--- src/rtl/program_loader.sv ---
// Instruction-memory loader: assembles a little-endian byte stream into words,
// writes them from BASE_ADDR, verifies the checksum, then releases the core.
module program_loader #(
  parameter int          Size      = 1024,
  parameter logic [31:0] BASE_ADDR = 32'h0000_0000
) (
  input  logic        clk,
  input  logic        reset,
  input  logic [7:0]  rx_data,
  input  logic        rx_valid,
  output logic        rx_ready,
  output logic        mem_we,
  output logic [31:0] mem_addr,
  output logic [31:0] mem_wdata,
  output logic        cpu_reset,
  output logic        done,
  output logic        error
);

  localparam int          IDX_W  = $clog2(Size + 1);
  localparam logic [31:0] SIZE_W = 32'(Size);

  typedef enum logic [2:0] {HEADER, DATA, CHECK, DONE, ERROR} state_t;

  state_t            r_state;
  state_t            w_next;
  logic [1:0]        r_byte_idx;
  logic [23:0]       r_asm;
  logic [31:0]       r_n;
  logic [31:0]       r_sum;
  logic [IDX_W-1:0]  r_word_idx;

  logic              w_accept;
  logic              w_word_done;
  logic              w_last_data;
  logic [31:0]       w_word;

  // The top byte of a word never needs storing: it arrives on the completing edge.
  assign w_accept    = rx_valid && rx_ready;
  assign w_word_done = w_accept && (r_byte_idx == 2'd3);
  assign w_word      = {rx_data, r_asm};
  assign w_last_data = ((32'(r_word_idx) + 32'd1) == r_n);

  always_comb begin
    rx_ready = 1'b0;
    case (r_state)
      HEADER, DATA, CHECK: rx_ready = 1'b1;
      default:             rx_ready = 1'b0;
    endcase
  end

  assign done      = (r_state == DONE);
  assign error     = (r_state == ERROR);
  assign cpu_reset = (r_state != DONE);

  always_ff @(posedge clk) begin
    if (reset) r_state <= HEADER;
    else       r_state <= w_next;
  end

  always_comb begin
    w_next = r_state;
    case (r_state)
      HEADER: if (w_word_done) begin
        if (w_word > SIZE_W)      w_next = ERROR;
        else if (w_word == 32'd0) w_next = CHECK;
        else                      w_next = DATA;
      end
      DATA:   if (w_word_done && w_last_data) w_next = CHECK;
      CHECK:  if (w_word_done) w_next = (w_word == r_sum) ? DONE : ERROR;
      DONE:   w_next = DONE;
      ERROR:  w_next = ERROR;
      default: w_next = HEADER;
    endcase
  end

  always_ff @(posedge clk) begin
    if (reset) begin
      r_byte_idx <= 2'd0;
      r_asm      <= 24'd0;
      r_n        <= 32'd0;
      r_sum      <= 32'd0;
      r_word_idx <= '0;
      mem_we     <= 1'b0;
      mem_addr   <= BASE_ADDR;
      mem_wdata  <= 32'd0;
    end else begin
      mem_we <= 1'b0;
      if (w_accept) begin
        r_byte_idx <= r_byte_idx + 2'd1;
        case (r_byte_idx)
          2'd0:    r_asm[7:0]   <= rx_data;
          2'd1:    r_asm[15:8]  <= rx_data;
          2'd2:    r_asm[23:16] <= rx_data;
          default: ;
        endcase
      end
      if (w_word_done) begin
        case (r_state)
          HEADER: r_n <= w_word;
          DATA: begin
            mem_we     <= 1'b1;
            mem_addr   <= BASE_ADDR + (32'(r_word_idx) << 2);
            mem_wdata  <= w_word;
            r_sum      <= r_sum + w_word;
            r_word_idx <= r_word_idx + IDX_W'(1);
          end
          default: ;
        endcase
      end
    end
  end

endmodule

--- config.mk ---
export PLATFORM = sky130hd
export DESIGN_NAME = program_loader
export DESIGN_NICKNAME = d
export VERILOG_FILES = /design/src/rtl/program_loader.sv
export SDC_FILE = /design/constraint.sdc
export NUM_CORES = 1
export LEC_CHECK = 0
export CAP_MARGIN = 20
export CELL_PAD_IN_SITES_DETAIL_PLACEMENT = 0
export CELL_PAD_IN_SITES_GLOBAL_PLACEMENT = 1
export CORE_MARGIN = 1.5
export CORE_UTILIZATION = 43
export CTS_CLUSTER_DIAMETER = 40
export CTS_CLUSTER_SIZE = 24
export DETAILED_ROUTE_END_ITERATION = 16
export GPL_TIMING_DRIVEN = 0
export HOLD_SLACK_MARGIN = 0.08
export PLACE_DENSITY_LB_ADDON = 0.1
export RECOVER_POWER = 100
export SYNTH_ARGS = -nofsm -noshare
export SYNTH_HDL_FRONTEND = slang
export SYNTH_SLANG_ARGS = --single-unit
--- constraint.sdc ---
create_clock -name clk -period 3.2 [get_ports clk]
set_clock_uncertainty 0.15 [all_clocks]
set_input_delay 0.48 -clock clk [delete_from_list [all_inputs] [get_ports clk]]
set_output_delay 0.48 -clock clk [all_outputs]
set_load 0.01 [all_outputs]
### Word-level counts from Yosys, hierarchy flattened

Index checks and enable logic that the tools add are counted.

* register bits: 148
* latch bits: 0
* bits in writable memories: 0
* bits in read-only memories: 0
* input port bits: 11
* output and inout port bits: 69
* memories: 0

* add/subtract/negate cells: 4
* $mul: 0
* div/mod/pow operators: 0
* magnitude comparators: 1
* equal/unequal tests: 13
* shift-type cells: 0
* muxes and demuxes: 9
* bitwise operators: 1
* reduce and logical (&&, ||, !) cells: 14

Operator list (count)
* $add A32 B32 Y32: 1
* $eq A12 B32 Y1: 1
* $eq A32 B32 Y1: 1
* $gt A32 B11 Y1 const B: 1
* $logic_not A32 Y1: 1
* $mux W3: 5
* $pmux W3 S5: 1
* $add A11 B1 Y12 const B: 1
* $add A11 B1 Y11 const B: 1
* $reduce_and A2 Y1: 5
* $eq A3 B2 Y1 const B: 2
* $ne A2 B2 Y1 const B: 3
* $eq A2 B2 Y1 const B: 2
* $eq A3 B1 Y1 const B: 1
* $eq A3 B3 Y1 const B: 1
* $logic_and A1 B1 Y1: 3
* $logic_not A3 Y1: 1
* $ne A3 B2 Y1 const B: 1
* $reduce_and A3 Y1: 1
* $reduce_or A3 Y1: 1
* $add A2 B1 Y2 const B: 1
* $eq A2 B1 Y1 const B: 1
* $logic_not A2 Y1: 1
* $mux W1: 2
* 3 further kinds: 3

### Longest topological paths before layout

* word-level depth: 8
* gate-level depth with buffers: 11

### Least setup slack after synthesis

Ideal clock, no wire load.

* path type: flip-flop to flip-flop
* start: register r_asm[4]
* end: register r_sum[31]
* library setup time: 0.123 ns
* arrival time: 2.297 ns
* required time: 2.927 ns
* slack: 0.629 ns
* stages on the path, launching flop included: 10
* path buffers: 0
* period minus slack after synthesis: 2.571 ns
* cell sequence: dfxtp_1 > ha_1 > a21o_1 > o21bai_2 > o211a_4 > nor3_2 > o311a_1 > a211oi_2 > mux2i_1 > mux2_1

* word-level cells in the longest chain between the ends: 1

RTL lines
* start, declared: RTL line 28 `logic [23:0] r_asm;`
* start signal, assigned: RTL line 92 `2'd0: r_asm[7:0] <= rx_data;`
* $add A32 B32 Y32: RTL line 105 `r_sum <= r_sum + w_word;`
* end signal, assigned: RTL line 105
* end, declared: RTL line 30 `logic [31:0] r_sum;`

No other way between the ends.
A chain may end at the register's enable or synchronous reset.

### Worst setup path after layout

* start: register r_asm[9]
* end: register r_sum[28]

Same word-level chain as after synthesis.

==> impl_metrics.env <==
export IMPL_synth_top_cell_by_area="dfxtp_1"
export IMPL_ys_ff_latch=148
export IMPL_initial_core_util_pct=43.97
export IMPL_setup_viol=0
export IMPL_async_reset_ff_share_pct=0
export IMPL_layout_nets=1095
export IMPL_nFillCells=1744
export IMPL_grt_start_max_net_pins=17
export IMPL_synth_cells=953
export IMPL_clock_path_buffers=2
export IMPL_synthesis_yosys_warnings=0
export IMPL_dr_pass1_iters=5
export IMPL_cp_max_fo=7
export IMPL_overflow=0
export IMPL_p_per_area_nw_per_um2=480.0
export IMPL_io_pins=80
export IMPL_final_area_um2=9107
export IMPL_dr_first_iter_drc_count=400
export IMPL_status="finished, final reports clean"
export IMPL_synth_area_leaders="dfxtp_1, nand2_1, a21oi_1"
export IMPL_die_y_um=136.0
export IMPL_min_period_ns=3.027
export IMPL_fin_cells=1285
export IMPL_slew_headroom_pct=31.42
export IMPL_post_drt_wl_per_cell_um=17.30
export IMPL_grt_pass1_vias=6192
export IMPL_htree_levels=4
export IMPL_syn_avg_cell_area_um2=7.980
export IMPL_worst_endpoint_required_ns=3.34
export IMPL_multi_input_area_um2=4295
export IMPL_ys_flop_type="dfxtp_1"
export IMPL_grt_usage_pct=25.02
export IMPL_areaGrowthSynthToFinish_pct=19.76
export IMPL_holdBufCountCts=0
export IMPL_holdWs_ns=0.2937
export IMPL_seq_area_frac_synth_pct=38.96
export IMPL_fin_crit_sh_pct=94.60
export IMPL_register_area_um2=2964
export IMPL_worstSetupPathType="register to register"
export IMPL_hp_class="input pin to register"
export IMPL_crit_path_end_kind="register"
export IMPL_synth_edf_count=0
export IMPL_critPathLaunchType="register"
export IMPL_hpwl_mm=16.11
export IMPL_std_cell_rows=48
export IMPL_cts_tree="built"
export IMPL_fmaxAchievable_mhz=330.3
export IMPL_slew_viol_final=0
export IMPL_drv_cap=0
export IMPL_drcViolationCount=0
export IMPL_ys_types=68
export IMPL_insertion_delay_ns=0.43
export IMPL_numCtsBuffers=17
export IMPL_routed_wl_mm=22.23
export IMPL_cts_root_buffer="clkbuf_16"
export IMPL_grt_pass1_wl_mm=34.76
export IMPL_final_hold_violation_count=0
export IMPL_dieArea_um2=18490
export IMPL_post_place_cells=1253
export IMPL_cts_setup_buffers=0
export IMPL_via_count=6783
export IMPL_antenna_found_initial=0
export IMPL_diodes=0
export IMPL_syn_area_um2=7605
export IMPL_drive_gt1_share_pct=7.358
export IMPL_synth_top_area_share_pct=38.96
export IMPL_viasPerCell=5.279
export IMPL_core_area_um2=17300
export IMPL_ant_nets=0
export IMPL_die_width_um=136.0
export IMPL_rsz0062_at_grt="false"
export IMPL_cts_sinks=148
export IMPL_io_buffer_count=55
export IMPL_ir_drop_mv=0.3782
export IMPL_cp_arrival_ns=3.17
export IMPL_clk_pin_slew_ns=0.06
export IMPL_p_leak_nw=3.801
export IMPL_gp_congestion=0.8804
export IMPL_tightest_slew_ns=1.019
export IMPL_place_area_um2=8512
[what timing repair did]
| action | in CTS | in global routing |
|---|---|---|
| endpoints found under the setup margin | 10 | 15 |
| gates resized for setup | 1 | 3 |
| pin swaps | 0 | 0 |
[synth_stat cells (5+ instances only)]
cell	number
o21a_1	5
a21oi_1	124
xor2_1	22
a211o_1	5
nand3_1	19
buf_4	21
ha_1	36
a31oi_1	6
clkbuf_1	47
xnor2_1	27
o21ai_0	11
dfxtp_1	148
nor3_1	16
a21o_1	16
mux2i_1	26
nor3b_1	5
nor2_1	55
or3_1	5
nand3b_1	9
nand4_1	7
inv_1	15
nor4_1	23
nand2_1	232
[power by group]
| group | internal (W) | total (W) | switching (W) |
|---|---|---|---|
| clock network | 0.00111 | 0.00200 | 0.000897 |
| registers | 0.00188 | 0.00195 | 0.0000692 |
| logic | 0.000163 | 0.000421 | 0.000258 |
[critical path, stage by stage (launching register included)]
cell and delay [ns]:
dfxtp_1 0.57, ha_1 0.40, a21oi_2 0.21, o21ai_1 0.13, a221o_1 0.40, nor3_2 0.27, o31a_1 0.22, o22ai_2 0.14
o311ai_1 0.27, o311ai_1 0.14
[kinds of logic after synthesis]
logic type	Yosys count	share of synthesized area, %
fa+ha+maj	37	6.186
flops	148	38.96
xor+xnor	49	5.643
buf+inv	89	5.561
compound gates	206	16.73
simple gates	396	23.30
mux	27	3.570
other cells	1	0.04931
[metal layers]
metal  wire length, um  GRT usage (%)  up-vias
met5                 0              0        -
met4               418          6.974        0
met3               956          4.623       33
met2             10410          40.75      145
met1             10450          33.89     3172
li1                  -              -     3433
[per-stage QoR]
stage	total power, W	utilization [%]	worst slack [ns]	TNS, ns
after floorplan	0.002252	-	0.6293	0
after global placement	0.002407	49.21	-0.2002	-3.200
after detailed placement	0.002409	49.21	-0.2451	-4.504
after CTS	0.004407	52.64	0.01520	0
after global routing	0.004531	52.65	0.02444	0
final	0.004371	52.65	0.1729	0
[area by class of cell]
class	count	share of cell area (%)
Buffer	74	4.039
Clock buffer	17	4.671
Clock inverter	15	1.827
Inverter	15	0.6182
Multi-Input combinational cell	736	47.16
Sequential cell	148	32.55
Tap cell	225	3.091
Timing Repair Buffer	55	6.045
[state kept, by name, indices dropped and copies added (netlist names)]
register and count:
r_asm 24, r_sum 32, mem_we 1, mem_addr 11
r_word_idx 11, mem_wdata 32, r_n 32, r_state 3
r_byte_idx 2
[worst paths after layout]
check	start	endpoint	slack, ns	depth (start not counted)
setup reg to reg	r_asm[9]	r_sum[28]	0.17	9
hold reg to reg	mem_addr[6]	mem_addr[6]	0.30	2
hold / removal	rx_valid	r_byte_idx[1]	0.29	3
setup / recovery	r_asm[9]	r_sum[28]	0.17	9
[cell usage in the layout (no fill, tap or decap), types with 3 or more instances in the layout]
cell               n
nand2_1          232
dfxtp_1          147
a21oi_1          123
nor2_1            55
clkbuf_1          49
dlygate4sd3_1     49
ha_1              36
xnor2_1           27
mux2i_1           26
nor4_1            23
xor2_1            22
buf_4             21
conb_1            21
nand3_1           19
nor3_1            17
clkbuf_16         17
a21o_1            16
inv_1             15
o21ai_0           11
nand3b_1           9
nand4_1            7
a31oi_1            6
clkdlybuf4s50_1    6
or3_1              5
o21a_1             5
a211o_1            5
nor3b_1            5
or2_2              4
o211ai_1           4
o21bai_1           4
a21oi_2            4
inv_8              4
nand2b_1           3
o31ai_1            3
inv_6              3
clkinv_4           3
clkinvlp_4         3
Note: power is estimated with default switching activity, not from simulation.
